**src/rtl/ram_march_tester_if.sv**
```systemverilog
// RAM access bus between the march tester and a dual-port synchronous RAM.
//   master: drives the write port (write_enable, write_address, data_in) and
//           the read port (read_enable, read_address); receives data_out.
//   slave : the RAM side of the same signals.
// data_out is expected one cycle after read_enable is sampled high.
interface ram_march_tester_if #(
  parameter int RAM_width    = 8,
  parameter int address_size = 8
);
  logic                    write_enable;
  logic [address_size-1:0] write_address;
  logic [RAM_width-1:0]    data_in;
  logic                    read_enable;
  logic [address_size-1:0] read_address;
  logic [RAM_width-1:0]    data_out;

  modport master (
    output write_enable, write_address, data_in, read_enable, read_address,
    input  data_out
  );

  modport slave (
    input  write_enable, write_address, data_in, read_enable, read_address,
    output data_out
  );
endinterface

```
**src/rtl/ram_march_tester.sv**
```systemverilog
// March C- style built-in self-test engine for a dual-port synchronous RAM.
// Elements: M0 up w(P); M1 up r(P) w(~P); M2 down r(~P) w(P); M3 down r(P).
// Ports:
//   clk, reset      - system clock, synchronous active-high reset
//   start, pattern  - one-cycle test request and background pattern P
//   ram (master)    - RAM write/read ports and returned data_out
//   busy, done      - test in progress / one-cycle completion pulse
//   pass, fail_*    - result of the last test and first-miscompare details
// Every output is a register. Requires RAM_depth >= 2.
module ram_march_tester #(
  parameter int RAM_width    = 8,
  parameter int RAM_depth    = 256,
  parameter int address_size = 8
) (
  input  logic                    clk,
  input  logic                    reset,
  input  logic                    start,
  input  logic [RAM_width-1:0]    pattern,
  ram_march_tester_if.master      ram,
  output logic                    busy,
  output logic                    done,
  output logic                    pass,
  output logic [address_size-1:0] fail_address,
  output logic [RAM_width-1:0]    fail_expected,
  output logic [RAM_width-1:0]    fail_actual
);

  typedef enum logic [2:0] {
    S_IDLE, S_M0, S_M1, S_M2, S_M3, S_FINISH, S_FAILED
  } state_t;

  // Sub-cycle inside a read element: RD issues the read, CHK sees data_out,
  // WR is a lone write slot used only at the M1->M2 boundary.
  typedef enum logic [1:0] {SUB_RD, SUB_CHK, SUB_WR} sub_t;

  localparam logic [address_size-1:0] LAST = address_size'(RAM_depth - 1);
  localparam logic [address_size-1:0] ONE  = address_size'(1);

  state_t                  state;
  sub_t                    sub;
  logic [address_size-1:0] addr;
  logic [RAM_width-1:0]    p;
  logic [RAM_width-1:0]    expected;
  logic                    match;

  always_comb begin
    expected = (state == S_M2) ? ~p : p;
    match    = (ram.data_out == expected);
  end

  // Write-backs are issued in the cycle after CHK and overlap the next read
  // of a different address, which keeps two cycles per address. The first
  // M1 read overlaps the last M0 write, and the extra WR slot at M1->M2
  // avoids reading address LAST while it is being written; the two cancel
  // so a passing run is 7*RAM_depth cycles.
  always_ff @(posedge clk) begin
    if (reset) begin
      state             <= S_IDLE;
      sub               <= SUB_RD;
      addr              <= '0;
      p                 <= '0;
      ram.write_enable  <= 1'b0;
      ram.write_address <= '0;
      ram.data_in       <= '0;
      ram.read_enable   <= 1'b0;
      ram.read_address  <= '0;
      busy              <= 1'b0;
      done              <= 1'b0;
      pass              <= 1'b0;
      fail_address      <= '0;
      fail_expected     <= '0;
      fail_actual       <= '0;
    end else begin
      case (state)
        S_IDLE: begin
          if (start) begin
            state             <= S_M0;
            p                 <= pattern;
            addr              <= '0;
            busy              <= 1'b1;
            pass              <= 1'b0;
            fail_address      <= '0;
            fail_expected     <= '0;
            fail_actual       <= '0;
            ram.write_enable  <= 1'b1;
            ram.write_address <= '0;
            ram.data_in       <= pattern;
          end
        end

        S_M0: begin
          if (addr == LAST) begin
            state            <= S_M1;
            sub              <= SUB_CHK;
            addr             <= '0;
            ram.write_enable <= 1'b0;
            ram.read_enable  <= 1'b0;
          end else begin
            addr              <= addr + ONE;
            ram.write_enable  <= 1'b1;
            ram.write_address <= addr + ONE;
            ram.data_in       <= p;
            if (addr + ONE == LAST) begin
              ram.read_enable  <= 1'b1;
              ram.read_address <= '0;
            end
          end
        end

        S_M1, S_M2, S_M3: begin
          case (sub)
            SUB_RD: begin
              ram.write_enable <= 1'b0;
              ram.read_enable  <= 1'b0;
              sub              <= SUB_CHK;
            end
            SUB_WR: begin
              ram.write_enable <= 1'b0;
              ram.read_enable  <= 1'b1;
              ram.read_address <= addr;
              sub              <= SUB_RD;
            end
            default: begin
              if (!match) begin
                state            <= S_FAILED;
                ram.write_enable <= 1'b0;
                ram.read_enable  <= 1'b0;
                busy             <= 1'b0;
                done             <= 1'b1;
                pass             <= 1'b0;
                fail_address     <= addr;
                fail_expected    <= expected;
                fail_actual      <= ram.data_out;
              end else begin
                ram.write_enable <= 1'b0;
                ram.read_enable  <= 1'b0;
                sub              <= SUB_RD;
                case (state)
                  S_M1: begin
                    ram.write_enable  <= 1'b1;
                    ram.write_address <= addr;
                    ram.data_in       <= ~p;
                    if (addr == LAST) begin
                      state <= S_M2;
                      sub   <= SUB_WR;
                      addr  <= LAST;
                    end else begin
                      addr             <= addr + ONE;
                      ram.read_enable  <= 1'b1;
                      ram.read_address <= addr + ONE;
                    end
                  end
                  S_M2: begin
                    ram.write_enable  <= 1'b1;
                    ram.write_address <= addr;
                    ram.data_in       <= p;
                    ram.read_enable   <= 1'b1;
                    if (addr == '0) begin
                      state            <= S_M3;
                      addr             <= LAST;
                      ram.read_address <= LAST;
                    end else begin
                      addr             <= addr - ONE;
                      ram.read_address <= addr - ONE;
                    end
                  end
                  default: begin
                    if (addr == '0) begin
                      state <= S_FINISH;
                      busy  <= 1'b0;
                      done  <= 1'b1;
                      pass  <= 1'b1;
                    end else begin
                      addr             <= addr - ONE;
                      ram.read_enable  <= 1'b1;
                      ram.read_address <= addr - ONE;
                    end
                  end
                endcase
              end
            end
          endcase
        end

        default: begin
          done  <= 1'b0;
          state <= S_IDLE;
        end
      endcase
    end
  end

endmodule

```
**src/flat_wrapper.sv**
```systemverilog
// flat-port wrapper written by rule: the top's interface ports become plain ports
module ram_march_tester_flat 
#(
  parameter int RAM_width    = 8,
  parameter int RAM_depth    = 256,
  parameter int address_size = 8
)
  (clk, reset, start, pattern, busy, done, pass, fail_address, fail_expected, fail_actual, ram_write_enable, ram_write_address, ram_data_in, ram_read_enable, ram_read_address, ram_data_out);
  ram_march_tester_if #(.RAM_width(RAM_width), .address_size(address_size)) ram_i ();
  input  logic clk;
  input  logic reset;
  input  logic start;
  input  logic [RAM_width-1:0] pattern;
  output logic busy;
  output logic done;
  output logic pass;
  output logic [address_size-1:0] fail_address;
  output logic [RAM_width-1:0] fail_expected;
  output logic [RAM_width-1:0] fail_actual;
  output wire logic [$bits(ram_i.write_enable)-1:0] ram_write_enable;
  output wire logic [$bits(ram_i.write_address)-1:0] ram_write_address;
  output wire logic [$bits(ram_i.data_in)-1:0] ram_data_in;
  output wire logic [$bits(ram_i.read_enable)-1:0] ram_read_enable;
  output wire logic [$bits(ram_i.read_address)-1:0] ram_read_address;
  input wire logic [$bits(ram_i.data_out)-1:0] ram_data_out;
  assign ram_write_enable = ram_i.write_enable;
  assign ram_write_address = ram_i.write_address;
  assign ram_data_in = ram_i.data_in;
  assign ram_read_enable = ram_i.read_enable;
  assign ram_read_address = ram_i.read_address;
  assign ram_i.data_out = ram_data_out;
  ram_march_tester #(.RAM_width(RAM_width), .RAM_depth(RAM_depth), .address_size(address_size)) u_core (.clk(clk), .reset(reset), .start(start), .pattern(pattern), .ram(ram_i), .busy(busy), .done(done), .pass(pass), .fail_address(fail_address), .fail_expected(fail_expected), .fail_actual(fail_actual));
endmodule
```
**config.mk**
```make
export PLATFORM = sky130hd
export DESIGN_NAME = ram_march_tester_flat
export DESIGN_NICKNAME = d
export VERILOG_FILES = /design/src/rtl/ram_march_tester_if.sv /design/src/rtl/ram_march_tester.sv /design/src/flat_wrapper.sv
export SDC_FILE = /design/constraint.sdc
export NUM_CORES = 1
export LEC_CHECK = 0
export BUFFER_PORTS_ARGS = -buffer_cell sky130_fd_sc_hd__buf_2
export CAP_MARGIN = 20
export CORE_ASPECT_RATIO = 1.5
export CORE_MARGIN = 2
export CORE_UTILIZATION = 57
export CTS_CLUSTER_DIAMETER = 150
export DETAILED_ROUTE_END_ITERATION = 8
export PLACE_DENSITY_LB_ADDON = 0.1
export SLEW_MARGIN = 20
export SYNTH_ARGS = -nofsm -noshare
export SYNTH_HDL_FRONTEND = slang
export SYNTH_SLANG_ARGS = --single-unit
export TNS_END_PERCENT = 10
```
**constraint.sdc**
```tcl
create_clock -name clk -period 2.8 [get_ports clk]
set_input_delay 0.42 -clock clk [delete_from_list [all_inputs] [get_ports clk]]
set_output_delay 0.42 -clock clk [all_outputs]
set_load 0.1 [all_outputs]
```
* Word level (Yosys, flattened, before mapping)
Index checks and enable logic that the tools add are counted.
** Storage, ports and cells
- Register bits after elaboration :: 74
- Bits of input ports :: 19
- Output and inout port bits :: 53
- Logic and storage cells :: 148
** Cells by class
- Add/sub/neg operators :: 2
- Equality and inequality tests :: 29
- Muxes and demuxes :: 78
- Bitwise logic cells :: 2
- Reduce and logical (&&, ||, !) cells :: 22
** Operator list (number)
- 8-bit 2-to-1 mux :: 25
- 8-bit case mux with 2 select lines :: 8
- 8-bit case mux with 3 select lines :: 3
- 3-bit 2-to-1 mux :: 7
- 1-bit 2-to-1 mux :: 20
- 6-bit AND reduction :: 3
- 8-bit equality test, second input constant :: 2
- 4-bit != test, second input constant :: 4
- 2-bit != test, second input constant :: 6
- 1-bit case mux with 2 select lines :: 6
- 5-bit AND reduction :: 2
- 3-bit by 1-bit != test with 1-bit output, second input constant :: 3
- 3-bit case mux with 3 select lines :: 1
- 8-bit by 1-bit adder with 8-bit output, second input constant :: 1
- 8-bit equality test :: 1
- 8-bit logical NOT :: 1
- 2-bit 2-to-1 mux :: 4
- 8-bit inverter :: 1
- 2-bit case mux with 2 select lines :: 2
- 4-bit AND reduction :: 2
- 8-bit by 1-bit subtractor with 8-bit output, second input constant :: 1
- 7-bit AND reduction :: 1
- 3-bit by 2-bit equality test with 1-bit output, second input constant :: 2
- 2-bit by 1-bit != test with 1-bit output, second input constant :: 3
- 18 further kinds :: 24

* Longest topological paths before layout
- Word-level depth :: 6
- Depth in mapped cells :: 11
- Depth with buffers taken out :: 9

* Worst setup path after synthesis
Ideal clock, no wire load.
- Path type :: reg-to-reg
- Start :: register u_core.addr[0]
- End :: register u_core.ram.read_address[1]
- Setup time :: 0.086 ns
- Arrival time :: 2.475 ns
- Data required time :: 2.714 ns
- Setup slack :: 0.240 ns
- Stages on the path, launching flop included :: 12
- Path buffers :: 2
- Period minus slack after synthesis :: 2.560 ns
- Path through :: dfxtp_1 clkbuf_1 inv_1 ha_1 nor4b_2 and2_1 a211oi_1 o211ai_1 a21boi_1 buf_2 nor2_1 a211oi_1
** Between the ends
- Longest elaborated chain between the ends :: 6
- Elaborated cells on any way between the ends :: 17
- Classes of those cells :: add/sub: 2; eq/ne: 6; mux: 7; reduce/logical: 2
** RTL lines
- start, declared :: line ram_march_tester.sv:41 : logic [address_size-1:0] addr;
- start signal, assigned :: line ram_march_tester.sv:99 : addr <= addr + ONE;
- start signal, assigned :: line ram_march_tester.sv:148 : addr <= addr + ONE;
- start signal, assigned :: line ram_march_tester.sv:163 : addr <= addr - ONE;
- 8-bit by 1-bit subtractor with 8-bit output (tied with other cells) :: line ram_march_tester.sv:164, ram_march_tester.sv:176
- 8-bit 2-to-1 mux, on equally long branches :: line ram_march_tester.sv:168, ram_march_tester.sv:143, ram_march_tester.sv:158
- 8-bit case mux with 2 select lines :: line ram_march_tester.sv:138 : case (state)
- 8-bit 2-to-1 mux :: line ram_march_tester.sv:124 : if (!match) begin
- 8-bit case mux with 2 select lines :: line ram_march_tester.sv:111 : case (sub)
- 8-bit case mux with 2 select lines :: line ram_march_tester.sv:74 : case (state)
- end signal, assigned :: line ram_march_tester.sv:120 : ram.read_address <= addr;
- end signal, assigned :: line ram_march_tester.sv:150 : ram.read_address <= addr + ONE;
- end signal, assigned :: line ram_march_tester.sv:164 : ram.read_address <= addr - ONE;
- end, declared :: line ram_march_tester_if.sv:18 : output write_enable, write_address, data_in, read_enable, read_address,
Several ways; a longest one is shown, not always the timed one. The select of a mux whose other input is x is not followed.
A chain may end at the register's enable or synchronous reset.

* Worst setup path in the final report
- Start :: register u_core.addr[1]
- End :: register u_core.state[2]
** Between the ends
- Longest elaborated chain between the ends :: 3
- Elaborated cells on any way between the ends :: 7
- Classes of those cells :: eq/ne: 5; reduce/logical: 2
** RTL lines
- 8-bit equality test / 8-bit logical NOT (equally long branches)
- 4-bit != test (no line) / 2-bit by 1-bit != test with 1-bit output (equally long branches)
- 6-bit AND reduction (no line) *
- end signal, assigned :: line ram_march_tester.sv:93 : state <= S_M1;
- end signal, assigned :: line ram_march_tester.sv:144 : state <= S_M2;
- end signal, assigned :: line ram_march_tester.sv:159 : state <= S_M3;
- end, declared :: line ram_march_tester.sv:39 : state_t state;
Every way passes the cells marked *; elsewhere a longest branch is shown, timed or not.

==> results.yml <==
status:
  status: "completed"
finish:
  drive_above_1_share: 0.226
  diodes: 0
  final_cells: 775
  final_cell_mix: "nor2_1, dfxtp_1, buf_2"
  area_delta_synth_final_pct: 22.4
  nets: 690
  num-fill-cells: 602
global_routing:
  track_usage: 0.365
  antenna_found_initial: 0
  grt_pass1_vias: 4730
  grt_max_degree: 30
  grt_pass1_wl_um: 24400
  overflow: 0
place:
  placedCellCount: 759
  portBuffers: 71
  dp_hpwl_um: 11300
  gp_congestion: 1.01
logic_synthesis:
  synth_cells: 590
  synth_area_leaders: "dfxtp_1, nor2_1, a21oi_1"
  yosysWarningCount: 0
  seq_area_frac_synth: 0.334
  yosys.area.top_type: "dfxtp_1"
  synth_edf_count: 0
  synth_flop_cell: "dfxtp_1"
  synthArstFlopShare: 0
  synth_nets: 612
  synth_top_area_share: 0.334
  syn_avg_cell_area_um2: 7.51
  synth_cell_types: 62
  ys_ff_latch: 74
  synth_area_um2: 4430
timing:
  final.setup.tns_ns: 0
  worst_pin_slew_ns: 0.738
  slew_viol_final: 0
  final_hold_viol_count: 0
  rsz0062_at_grt: "no"
  max_freq_mhz: 386
  max_slew_margin: 0.507
  setup_viol_count_final: 0
  whs_ns: 0.340
  min_period_over_period: 0.926
  finClkSkew_ns: 0.00630
  finalWorstPathRequiredPeriod_ns: 2.59
floorplanning:
  die_height_um: 112
  rows: 39
  die_w_um: 76.0
  die-area_um2: 8510
  core_um2: 7560
  start_util: 0.586
  ios: 72
clock_tree:
  tritoncts: "yes"
  clk_path_buf_depth: 2
  clock-root-buffer: "clkbuf_16"
  clk_pin_slew_worst_paths_ns: 0.06
  worstSkewPairLatency_ns: 0.34
  cts_setup_buffers: 0
  cts_max_level: 3
  clkSinkCount: 74
  numCtsBuffers: 9
worst_setup_path:
  crit_slowest_cell: "a2111oi_0"
  slowest_delay_ns: 0.46
  path_buf_inv: 1
  cp.arrival_ns: 2.86
  cp_common_cell: "a21oi_1"
  r2r_slack_ns: 0.21
  crit_path_end_kind: "flop"
  cp_max_fo: 11
  cp.required_ns: 3.07
  crit_chain: "inv_1 -> ha_1 -> nor4b_4 -> and2_1 -> a21oi_1 -> a2111oi_0 -> a21oi_1 -> or3_1 -> a21oi_1"
  crit_path_start_kind: "flop"
  path_delay_family: "simple AND/OR/NAND/NOR gates"
  crit_type: "flop to flop"
min_path:
  min_path_type: "input port to flop"
drt:
  route.vias.total: 4951
  first_pass_iters: 5
  wl_met2_um: 7690
  viasPerCell: 6.39
  routed_wl_um: 15300
  drt_iter0_drc: 458
  top_layer: "met4"
  route.met3.wl_um: 806
  drc: 0
  drtAntennaViolNets: 0
  wl_met1_um: 5520
  wire_per_inst_um: 19.7
flow_run:
  max_cap_violations: 0
-- routing by layer --
metal / vias up / global-route usage
met5: - / 0
met4: 0 / 0.299
met3: 94 / 0.0543
met2: 268 / 0.637
met1: 2302 / 0.386
li1: 2287 / -
-- cell type report --
cell class                      instances  area (µm²)  share of cell area
Multi-Input combinational cell        447        2670               0.491
Sequential cell                        74        1480               0.273
Timing Repair Buffer                  127         788               0.145
Clock buffer                            9         225              0.0415
Tap cell                              102         128              0.0235
Clock inverter                          7         101              0.0187
Inverter                                9        33.8             0.00623
-- worst register-to-register path: cells and delay by family, from the launching register on --
family | cells | cell delay (ns)
flip-flops | 1 | 0.42
AND/OR/NAND/NOR | 3 | 0.95
adder cells (fa/ha/maj) | 1 | 0.17
buffers and inverters | 1 | 0.12
AO/OA/AOI/OAI | 4 | 0.87
-- cells in the mapped netlist, types with 2 or more instances --
library cell,instances
buf_4,3
mux2i_1,18
or4_1,2
or3_1,2
a21oi_1,55
inv_1,9
nand2b_1,6
a211oi_1,16
clkbuf_1,41
and3_1,6
nand2_1,64
nor3_1,14
a21o_1,3
xnor2_1,11
nand4_1,3
a221oi_1,2
buf_2,11
buf_1,4
o211a_1,2
a22o_1,9
o31ai_1,3
a2111oi_0,4
o21ai_2,2
a32o_1,3
xor2_1,14
dfxtp_1,74
o2111ai_1,2
o21ai_0,47
nor4_1,2
nor2_1,74
nand3_1,11
ha_1,3
a22oi_1,30
o211ai_1,4
nor2b_1,3
o22ai_1,4
nor3b_1,4
-- logic make-up (layout without fill, tap and decap cells) --
family                   after synthesis  in the layout  share of synthesized area
adder cells (fa/ha/maj)                3              3                    0.00848
XOR/XNOR                              25             25                     0.0494
AO/OA/AOI/OAI                        199            199                      0.291
multiplexers                          18             18                     0.0407
buffers and inverters                 69            152                     0.0658
flip-flops                            74             74                      0.334
AND/OR/NAND/NOR                      202            202                      0.210
-- metrics by stage --
stage	area, µm²	utilization	setup WS [ns]
finish	5420	0.717	0.208
detailed placement	5090	0.673	0.245
CTS	5410	0.716	0.222
global placement	5090	0.673	0.270
floorplan	4430	-	0.240
global route	5420	0.717	0.00982
-- state kept, by name, summed over array words and instances (netlist names) --
signal,count
u_core.ram.read_address,8
u_core.ram.write_address,8
u_core.pass,1
u_core.ram.write_enable,1
u_core.p,8
u_core.busy,1
u_core.sub,2
u_core.ram.read_enable,1
u_core.ram.data_in,8
u_core.state,3
u_core.fail_address,8
u_core.addr,8
u_core.fail_expected,8
u_core.fail_actual,8
u_core.done,1
-- worst paths after layout --
path,endpoint,depth (start not counted),from
min,u_core.fail_actual[6],3,ram_data_out[6]
min reg2reg,u_core.done,1,u_core.done
max reg2reg,u_core.state[2],9,u_core.addr[1]
max,u_core.state[2],9,u_core.addr[1]
-- what timing repair did --
item / in CTS / in global routing
setup endpoints to repair: 0 / 2
gates resized for setup: 0 / 1
hold buffers: 0 / 0
Power is not shown: default switching activity piles up to over one toggle a cycle in this logic, so the estimate is an artifact.
